<file path="src/rtl/ccff_chain_loader_if.sv">
// Host-side and chain-side signal bundle for the ccff chain loader.
// The loader uses the slave view; the host/chain environment uses the master view.
interface ccff_chain_loader_if #(
   parameter int WORD_W = 8
);
   logic              start;
   logic              abort;
   logic [WORD_W-1:0] cfg_data;
   logic              cfg_valid;
   logic              cfg_ready;
   logic              ccff_head;
   logic              ccff_shift_en;
   logic              ccff_tail;
   logic [WORD_W-1:0] rb_data;
   logic              rb_valid;
   logic              busy;
   logic              done;
   logic              err_overrun;

   modport slave (
      input  start, abort, cfg_data, cfg_valid, ccff_tail,
      output cfg_ready, ccff_head, ccff_shift_en, rb_data, rb_valid, busy, done, err_overrun
   );

   modport master (
      output start, abort, cfg_data, cfg_valid, ccff_tail,
      input  cfg_ready, ccff_head, ccff_shift_en, rb_data, rb_valid, busy, done, err_overrun
   );
endinterface

</file>
<file path="src/rtl/ccff_chain_loader.sv">
// Streams host words LSB-first into the ccff chain and returns the displaced
// chain contents as readback words.
module ccff_chain_loader #(
   parameter int WORD_W    = 8,
   parameter int CHAIN_LEN = 64,
   parameter int CNT_W     = 16
) (
   input  logic                prog_clk,
   input  logic                prog_reset_n,
   ccff_chain_loader_if.slave  cfg_if
);
   localparam int PW = $clog2(WORD_W);
   localparam int BW = $clog2(WORD_W + 1);
   localparam int AW = CNT_W + 1;

   typedef enum logic [1:0] {
      ST_IDLE = 2'd0,
      ST_LOAD = 2'd1,
      ST_DONE = 2'd2
   } state_t;

   state_t            r_state;
   state_t            w_state_nxt;
   logic [CNT_W-1:0]  r_bit_cnt;
   logic [AW-1:0]     r_acc_bits;
   logic [WORD_W-1:0] r_buf;
   logic [BW-1:0]     r_buf_cnt;
   logic [WORD_W-1:0] r_rb_acc;
   logic [WORD_W-1:0] r_rb_data;
   logic [PW-1:0]     r_rb_pos;
   logic              r_rb_valid;
   logic              r_err_ovr;

   logic              w_shift_en;
   logic              w_ready;
   logic              w_go;
   logic              w_abort;
   logic              w_xfer;
   logic              w_bit_last;
   logic              w_word_end;
   logic              w_ovr;
   logic [WORD_W-1:0] w_rb_word;

   // State register
   always_ff @(posedge prog_clk or negedge prog_reset_n) begin
      if (!prog_reset_n) begin
         r_state <= ST_IDLE;
      end else begin
         r_state <= w_state_nxt;
      end
   end

   // Next state, shift enable and host handshake
   always_comb begin
      w_state_nxt = r_state;
      w_shift_en  = 1'b0;
      w_ready     = 1'b0;
      w_go        = 1'b0;
      w_abort     = 1'b0;
      w_bit_last  = (r_bit_cnt == CNT_W'(CHAIN_LEN - 1));
      case (r_state)
         ST_IDLE, ST_DONE: begin
            if (cfg_if.start && !cfg_if.abort) begin
               w_go        = 1'b1;
               w_state_nxt = ST_LOAD;
            end else begin
               w_state_nxt = r_state;
            end
         end
         ST_LOAD: begin
            w_shift_en = (r_buf_cnt != BW'(0)) && (r_bit_cnt < CNT_W'(CHAIN_LEN));
            // Refill as the last buffered bit leaves so words stream without a bubble
            w_ready    = (r_acc_bits < AW'(CHAIN_LEN)) &&
                         ((r_buf_cnt == BW'(0)) || ((r_buf_cnt == BW'(1)) && w_shift_en));
            if (cfg_if.abort) begin
               w_abort     = 1'b1;
               w_state_nxt = ST_IDLE;
            end else if (w_shift_en && w_bit_last) begin
               w_state_nxt = ST_DONE;
            end else begin
               w_state_nxt = ST_LOAD;
            end
         end
         default: begin
            w_state_nxt = ST_IDLE;
         end
      endcase
      w_xfer     = cfg_if.cfg_valid && w_ready;
      w_ovr      = cfg_if.cfg_valid && (r_state != ST_LOAD);
      w_word_end = (r_rb_pos == PW'(WORD_W - 1)) || w_bit_last;
      w_rb_word  = r_rb_acc;
      w_rb_word[r_rb_pos] = cfg_if.ccff_tail;
   end

   // Word buffer, bit counters and readback assembly
   always_ff @(posedge prog_clk or negedge prog_reset_n) begin
      if (!prog_reset_n) begin
         r_bit_cnt  <= '0;
         r_acc_bits <= '0;
         r_buf      <= '0;
         r_buf_cnt  <= '0;
         r_rb_acc   <= '0;
         r_rb_pos   <= '0;
         r_rb_data  <= '0;
         r_rb_valid <= 1'b0;
      end else if (w_go || w_abort) begin
         r_bit_cnt  <= '0;
         r_acc_bits <= '0;
         r_buf      <= '0;
         r_buf_cnt  <= '0;
         r_rb_acc   <= '0;
         r_rb_pos   <= '0;
         r_rb_valid <= 1'b0;
      end else begin
         r_rb_valid <= w_shift_en && w_word_end;
         if (w_shift_en) begin
            r_bit_cnt <= r_bit_cnt + CNT_W'(1);
         end
         if (w_xfer) begin
            r_buf      <= cfg_if.cfg_data;
            r_buf_cnt  <= BW'(WORD_W);
            r_acc_bits <= r_acc_bits + AW'(WORD_W);
         end else if (w_shift_en) begin
            r_buf     <= r_buf >> 1;
            r_buf_cnt <= r_buf_cnt - BW'(1);
         end
         // Final partial word leaves with its unfilled MSBs still zero
         if (w_shift_en && w_word_end) begin
            r_rb_data <= w_rb_word;
            r_rb_acc  <= '0;
            r_rb_pos  <= '0;
         end else if (w_shift_en) begin
            r_rb_acc  <= w_rb_word;
            r_rb_pos  <= r_rb_pos + PW'(1);
         end
      end
   end

   // Sticky overrun flag: host offered data with no load in progress
   always_ff @(posedge prog_clk or negedge prog_reset_n) begin
      if (!prog_reset_n) begin
         r_err_ovr <= 1'b0;
      end else if (w_ovr) begin
         r_err_ovr <= 1'b1;
      end else if (w_go) begin
         r_err_ovr <= 1'b0;
      end
   end

   assign cfg_if.cfg_ready     = w_ready;
   assign cfg_if.ccff_shift_en = w_shift_en;
   assign cfg_if.ccff_head     = w_shift_en & r_buf[0];
   assign cfg_if.rb_data       = r_rb_data;
   assign cfg_if.rb_valid      = r_rb_valid;
   assign cfg_if.busy          = (r_state == ST_LOAD);
   assign cfg_if.done          = (r_state == ST_DONE);
   assign cfg_if.err_overrun   = r_err_ovr;
endmodule
</file>
<file path="src/flat_wrapper.sv">
// flat-port wrapper written by rule: the top's interface ports become plain ports
module ccff_chain_loader_flat 
#(
   parameter int WORD_W    = 8,
   parameter int CHAIN_LEN = 64,
   parameter int CNT_W     = 16
)
  (prog_clk, prog_reset_n, cfg_if_start, cfg_if_abort, cfg_if_cfg_data, cfg_if_cfg_valid, cfg_if_ccff_tail, cfg_if_cfg_ready, cfg_if_ccff_head, cfg_if_ccff_shift_en, cfg_if_rb_data, cfg_if_rb_valid, cfg_if_busy, cfg_if_done, cfg_if_err_overrun);
  ccff_chain_loader_if #(.WORD_W(WORD_W)) cfg_if_i ();
  input  logic prog_clk;
  input  logic prog_reset_n;
  input wire logic [$bits(cfg_if_i.start)-1:0] cfg_if_start;
  input wire logic [$bits(cfg_if_i.abort)-1:0] cfg_if_abort;
  input wire logic [$bits(cfg_if_i.cfg_data)-1:0] cfg_if_cfg_data;
  input wire logic [$bits(cfg_if_i.cfg_valid)-1:0] cfg_if_cfg_valid;
  input wire logic [$bits(cfg_if_i.ccff_tail)-1:0] cfg_if_ccff_tail;
  output wire logic [$bits(cfg_if_i.cfg_ready)-1:0] cfg_if_cfg_ready;
  output wire logic [$bits(cfg_if_i.ccff_head)-1:0] cfg_if_ccff_head;
  output wire logic [$bits(cfg_if_i.ccff_shift_en)-1:0] cfg_if_ccff_shift_en;
  output wire logic [$bits(cfg_if_i.rb_data)-1:0] cfg_if_rb_data;
  output wire logic [$bits(cfg_if_i.rb_valid)-1:0] cfg_if_rb_valid;
  output wire logic [$bits(cfg_if_i.busy)-1:0] cfg_if_busy;
  output wire logic [$bits(cfg_if_i.done)-1:0] cfg_if_done;
  output wire logic [$bits(cfg_if_i.err_overrun)-1:0] cfg_if_err_overrun;
  assign cfg_if_i.start = cfg_if_start;
  assign cfg_if_i.abort = cfg_if_abort;
  assign cfg_if_i.cfg_data = cfg_if_cfg_data;
  assign cfg_if_i.cfg_valid = cfg_if_cfg_valid;
  assign cfg_if_i.ccff_tail = cfg_if_ccff_tail;
  assign cfg_if_cfg_ready = cfg_if_i.cfg_ready;
  assign cfg_if_ccff_head = cfg_if_i.ccff_head;
  assign cfg_if_ccff_shift_en = cfg_if_i.ccff_shift_en;
  assign cfg_if_rb_data = cfg_if_i.rb_data;
  assign cfg_if_rb_valid = cfg_if_i.rb_valid;
  assign cfg_if_busy = cfg_if_i.busy;
  assign cfg_if_done = cfg_if_i.done;
  assign cfg_if_err_overrun = cfg_if_i.err_overrun;
  ccff_chain_loader #(.WORD_W(WORD_W), .CHAIN_LEN(CHAIN_LEN), .CNT_W(CNT_W)) u_core (.prog_clk(prog_clk), .prog_reset_n(prog_reset_n), .cfg_if(cfg_if_i));
endmodule
</file>
<file path="config.mk">
export PLATFORM = sky130hd
export DESIGN_NAME = ccff_chain_loader_flat
export DESIGN_NICKNAME = d
export VERILOG_FILES = /design/src/rtl/ccff_chain_loader_if.sv /design/src/rtl/ccff_chain_loader.sv /design/src/flat_wrapper.sv
export SDC_FILE = /design/constraint.sdc
export NUM_CORES = 1
export LEC_CHECK = 0
export BUFFER_PORTS_ARGS = -buffer_cell sky130_fd_sc_hd__clkbuf_2
export CAP_MARGIN = 20
export CORE_ASPECT_RATIO = 1.25
export CORE_MARGIN = 1
export CORE_UTILIZATION = 45
export DETAILED_ROUTE_END_ITERATION = 7
export PLACE_DENSITY = 0.61
export SLEW_MARGIN = 0
export SYNTH_ARGS = -nofsm -noshare
export SYNTH_HDL_FRONTEND = slang
export SYNTH_SLANG_ARGS = --single-unit
</file>
<file path="constraint.sdc">
create_clock -name prog_clk -period 4.6 [get_ports prog_clk]
set_input_delay 0.23 -clock prog_clk [delete_from_list [all_inputs] [get_ports prog_clk]]
set_output_delay 0.23 -clock prog_clk [all_outputs]
set_load 0.05 [all_outputs]
</file>
== After elaboration in Yosys (flattened, before gate mapping) ==
Cells that the tools add are included.

* Register bits: 68
* Latch bits: 0
* Memory bits (writable): 0
* Bits in read-only memories: 0
* Output and inout bits: 15
* Word-level logic and storage cells: 82
* Memories kept: 0

* Add/sub/neg operators: 4
* Multiply operators: 0
* Divide/modulo/power cells: 0
* Order comparisons: 4
* Equal/unequal tests: 7
* Shifts and indexed selects: 0
* Multiplexer cells: 32
* Bitwise gates (word level): 2
* Reduce and logical (&&, ||, !) cells: 23

{| class="wikitable"
|+ Operators with widths
! kind !! number
|-
| two-way mux 8 bit || 6
|-
| two-way mux 17 bit || 2
|-
| two-way mux 16 bit || 2
|-
| adder 17 x 4 -> 17 bit (second input constant) || 1
|-
| less-than comparator 17 x 7 -> 1 bit (second input constant) || 1
|-
| adder 16 x 1 -> 16 bit (second input constant) || 1
|-
| == test 16 x 6 -> 1 bit (second input constant) || 1
|-
| less-than comparator 16 x 7 -> 1 bit (second input constant) || 1
|-
| two-way mux 4 bit || 3
|-
| two-way mux 1 bit || 10
|-
| logical AND 1 bit || 9
|-
| two-way mux 3 bit || 3
|-
| bitwise mux 8 bit || 1
|-
| two-way mux 2 bit || 3
|-
| nonzero test 2 bit || 3
|-
| nonzero test 3 bit || 2
|-
| == test 4 x 1 -> 1 bit (second input constant) || 1
|-
| zero test 4 bit || 1
|-
| less-than comparator 3 x 4 -> 1 bit (second input constant) || 1
|-
| != test 2 x 1 -> 1 bit (second input constant) || 2
|-
| case mux 2 bit (2 select lines) || 1
|-
| nonzero test 4 bit || 1
|-
| subtractor 4 x 1 -> 4 bit (second input constant) || 1
|-
| adder 3 x 1 -> 3 bit (second input constant) || 1
|-
| other kinds (12) || 14
|}

== Longest topological paths before layout ==
* Word-level depth: 9
* Gate-level depth with buffers: 8
* Mapped depth without buffers: 7

== Least setup slack after synthesis ==
Ideal clock, no wire load.

* Kind: register to output
* Start point: register u_core.r_buf_cnt[0]
* End point: output cfg_if_ccff_head
* Arrival time: 2.292 ns
* Data required time: 4.370 ns
* Setup slack: 2.078 ns
* Stages on the path, launching flop included: 8
* Buffers on the path: 1
* Path through: dfrtp_1 inv_1 ha_1 or3b_1 nand4_2 inv_2 buf_1 and2_1

* Cells in the longest elaborated chain, start to end: 4

{| class="wikitable"
|+ RTL lines
! what !! line !! RTL
|-
| start: declaration || ccff_chain_loader.sv:27 || <nowiki>logic [BW-1:0] r_buf_cnt;</nowiki>
|-
| start signal: assignment || ccff_chain_loader.sv:121 || <nowiki>r_buf_cnt <= BW'(WORD_W);</nowiki>
|-
| start signal: assignment || ccff_chain_loader.sv:125 || <nowiki>r_buf_cnt <= r_buf_cnt - BW'(1);</nowiki>
|-
| nonzero test 4 bit || ccff_chain_loader.sv:71 || <nowiki>w_shift_en = (r_buf_cnt != BW'(0)) && (r_bit_cnt < CNT_W'(CHAIN_LEN));</nowiki>
|-
| logical AND 1 bit || ccff_chain_loader.sv:71 ||
|-
| two-way mux 1 bit || ccff_chain_loader.sv:61 || <nowiki>case (r_state)</nowiki>
|-
| named net cfg_if_ccff_shift_en || flat_wrapper.sv:19 || <nowiki>output wire logic [$bits(cfg_if_i.ccff_shift_en)-1:0] cfg_if_ccff_shift_en;</nowiki>
|-
| AND 1 bit || ccff_chain_loader.sv:152 || <nowiki>assign cfg_if.ccff_head = w_shift_en & r_buf[0];</nowiki>
|-
| end: declaration || flat_wrapper.sv:18 || <nowiki>output wire logic [$bits(cfg_if_i.ccff_head)-1:0] cfg_if_ccff_head;</nowiki>
|}

The timed path passes the listed nets, and every way through them passes these cells.

== Final worst setup path ==
* Start point: register u_core.r_buf_cnt[0]
* End point: output cfg_if_ccff_head

* Cells in the longest elaborated chain, start to end: 4

{| class="wikitable"
|+ RTL lines
! what !! line
|-
| nonzero test 4 bit || ccff_chain_loader.sv:71
|-
| logical AND 1 bit || ccff_chain_loader.sv:71
|-
| two-way mux 1 bit || ccff_chain_loader.sv:61
|-
| AND 1 bit || ccff_chain_loader.sv:152
|}

No other way between the ends.

==> metrics.txt <==
global-route wire length before repair 10,400 um; via count 2,187; Final GP Congestion 0.766; number of unique standard cell types used by synthesis 45; placed cell area 0.00332 mm^2; I/O pin count 29; Yosys warning count 0; sort of element at the start of the critical path register; syn_area_per_cell 11.2 um^2; number of global-route vias before repair 2,152; class of the worst hold path in -> async; shortest clock period the worst path allows after layout 2.93 ns; number of buffers between clock root and the deepest sink 2; Antenna Cells 0; Setup Total Neg Slack 0 ns; # fillers 591; post-detailed-placement half-perimeter wirelength 3910 um; overall power after layout 1.63 mW; final clock period utilization by the worst path 0.638; Resized Gates After CTS 0; cell with the most instances after synthesis sky130_fd_sc_hd__dfrtp_1; biggest cell delay along the critical path 0.40 ns; post-layout net count 325; Clock Root Buffer sky130_fd_sc_hd__clkbuf_8; Final Cell Area 0.00354 mm^2; Synth-to-Final Area Change 13.3%; Setup Crit Path Kind reg -> out; TritonCTS Buffers 9; final hold violation count 0; Cell Count, Final, Fillers Out 397; Skew-Pair Late Insertion Delay 0.34 ns; sequential element share of the synthesized area 0.520; clock-pin slew of the registers on the worst-case setup and hold paths 0.06 ns; number of buffers inserted to repair setup after CTS 0; number of instances in the synthesized netlist 279; total nets after synthesis 299; Worst VDD drop 0.279 mV; wire length per cell 15.2 um; leading post-synthesis cells by instance count sky130_fd_sc_hd__dfrtp_1, sky130_fd_sc_hd__and2_1, sky130_fd_sc_hd__nand2_1; overall die area 0.00729 mm^2; cell row count 33; largest cells by area after synthesis sky130_fd_sc_hd__dfrtp_1, sky130_fd_sc_hd__mux2i_1, sky130_fd_sc_hd__and2_1, sky130_fd_sc_hd__mux2_4, sky130_fd_sc_hd__nand3_1; Cell Pwr Density 460 mW/mm^2; status finished clean; share of the core filled with cells in the final layout 0.533; fraction of synthesis flops using an asynchronous set or reset pin 1.00; slew of the pin with the lowest slew margin 0.818 ns; starting density of the core 0.471; number of design-rule violations left by the first detailed-router iteration 123; highest-delay cell along the critical path sky130_fd_sc_hd__dfrtp_1; Floorplan Core Area 0.00665 mm^2; final worst setup slack 1.67 ns; horizontal die dimension 76.6 um; worst setup slack before clock tree synthesis 2.03 ns; placed cell count 380; remaining max-slew budget at the tightest pin 0.455; RSZ-0062 raised after global routing no; via density per instance 5.51; H-tree Lvls 3; routed wire length 6040 um; #FFs+latches synth 65; Max Freq 341 MHz; cell type with the highest aggregate area in the netlist sky130_fd_sc_hd__dfrtp_1; number of antenna-violating nets in the routed design 0; count of flip-flops with a built-in enable after synthesis 0; Clock Sink Count 65; number of search-and-repair iterations in the first detailed-routing pass 4; kind of end point of the critical path output port; Slew Limit Fails 0; data arrival time of the worst path 2.70 ns; maximum number of pins on one net before global-route repair 66; MaxCap Viol Count 0; CTS tree yes; worst hold slack after final layout 0.0585 ns; Post-Syn Area 0.00313 mm^2; overall track demand over capacity in global routing 0.187; area share of the largest cell type after synthesis 0.520; number of antenna violations at the first check in global routing 0; number of setup violations in the final report 0; number of remaining DRC errors 0; reported leakage power 1.76 nW; fraction of final layout cells with drive strength greater than 1 0.232; crit-path max FO 19; sequence of cells on the critical path inv_1 -> ha_1 -> or3b_1 -> nand4_2 -> buf_4 -> inv_2 -> and2_1 -> clkbuf_2; number of buffer cells added on primary ports 28; leftover overflow at the end of global routing 0; floorplan die height 95.2 um; Setup Skew 0.00781 ns; dominant register cell in the synthesized netlist sky130_fd_sc_hd__dfrtp_1; data required time at the worst endpoint 4.37 ns; number of hold buffers added after CTS 0
registers in the layout (all words and copies together), names as in the netlist:
register and flops:
u_core.r_buf_cnt 4, u_core.r_rb_pos 3, u_core.r_acc_bits 14, u_core.cfg_if.rb_data 8, u_core.r_rb_acc 8, u_core.r_buf 8, u_core.cfg_if.err_overrun 1, u_core.r_bit_cnt 16
u_core.cfg_if.rb_valid 1, u_core.r_state 2
area by class of cell:
cell class              count  area (um^2)  area share
inverters                  11         41.3      0.0116
well taps                  87          109      0.0307
flip-flops and latches     65         1630       0.459
clock inverters             5         55.1      0.0155
clock buffers              11          141      0.0399
repair buffers             31          183      0.0515
multi-input cells         187         1390       0.392
layer usage:
layer	part of all wire	up-vias	GRT usage
met1	0.46	1079	0.232
met3	0.025	9	0.0287
met2	0.49	44	0.314
li1	-	1055	-
met4	0.021	0	0.111
met5	0	-	0
cell families after synthesis:
group,share of synthesized area
fa+ha+maj,0.0240
buf+inv,0.0388
flops,0.520
xor+xnor,0.00560
compound gates,0.0860
simple gates,0.222
mux,0.104
layout by cell type, fill, tap and decap left out, drive strengths merged, types with 5 or more instances in the layout:
cell and n:
a21oi 15, and2 20, clkbuf 39, dfrtp 65, ha 6, inv 11
mux2 14, mux2i 14, nand2 19, nand3 17, nand4 10, nor2 5
nor3 6, nor4 6, o21ai 9, o41ai 7, or3 8
path summary, 6_finish.rpt:
path | start | to | slack [ns] | cells past startpoint
worst max-delay path | u_core.r_buf_cnt[0]$_DFFE_PN0P_ | cfg_if_ccff_head | 1.67 | 8
worst min-delay path | prog_reset_n | u_core.r_bit_cnt[10]$_DFFE_PN0P_ | 0.06 | 2
worst max register to register | u_core.r_buf_cnt[0]$_DFFE_PN0P_ | u_core.r_buf_cnt[2]$_DFFE_PN0P_ | 2.19 | 8
worst min register to register | u_core.r_acc_bits[15]$_DFFE_PN0P_ | u_core.r_acc_bits[15]$_DFFE_PN0P_ | 0.49 | 1
max in group asynchronous | prog_reset_n | u_core.r_buf_cnt[1]$_DFFE_PN0P_ | 3.99 | 2
min in group prog_clk | cfg_if_cfg_data[7] | u_core.r_buf[7]$_DFFE_PN0P_ | 0.11 | 3
critical path, delay by kind of cell, from the launching register on:
| kind | cells | cell delay [ns] |
|---|---|---|
| adders and majority gates | 1 | 0.22 |
| buffers and inverters | 4 | 0.83 |
| DFF | 1 | 0.40 |
| and+or+nand+nor | 3 | 0.91 |
where the power goes:
part | internal (mW) | leakage [nW] | switching [mW]
Sequential | 0.644 | 0.886 | 0.0695
Combinational | 0.166 | 0.782 | 0.267
Clock | 0.263 | 0.0953 | 0.218
Total | 1.07 | 1.76 | 0.555
(Power assumes the default switching activity.)
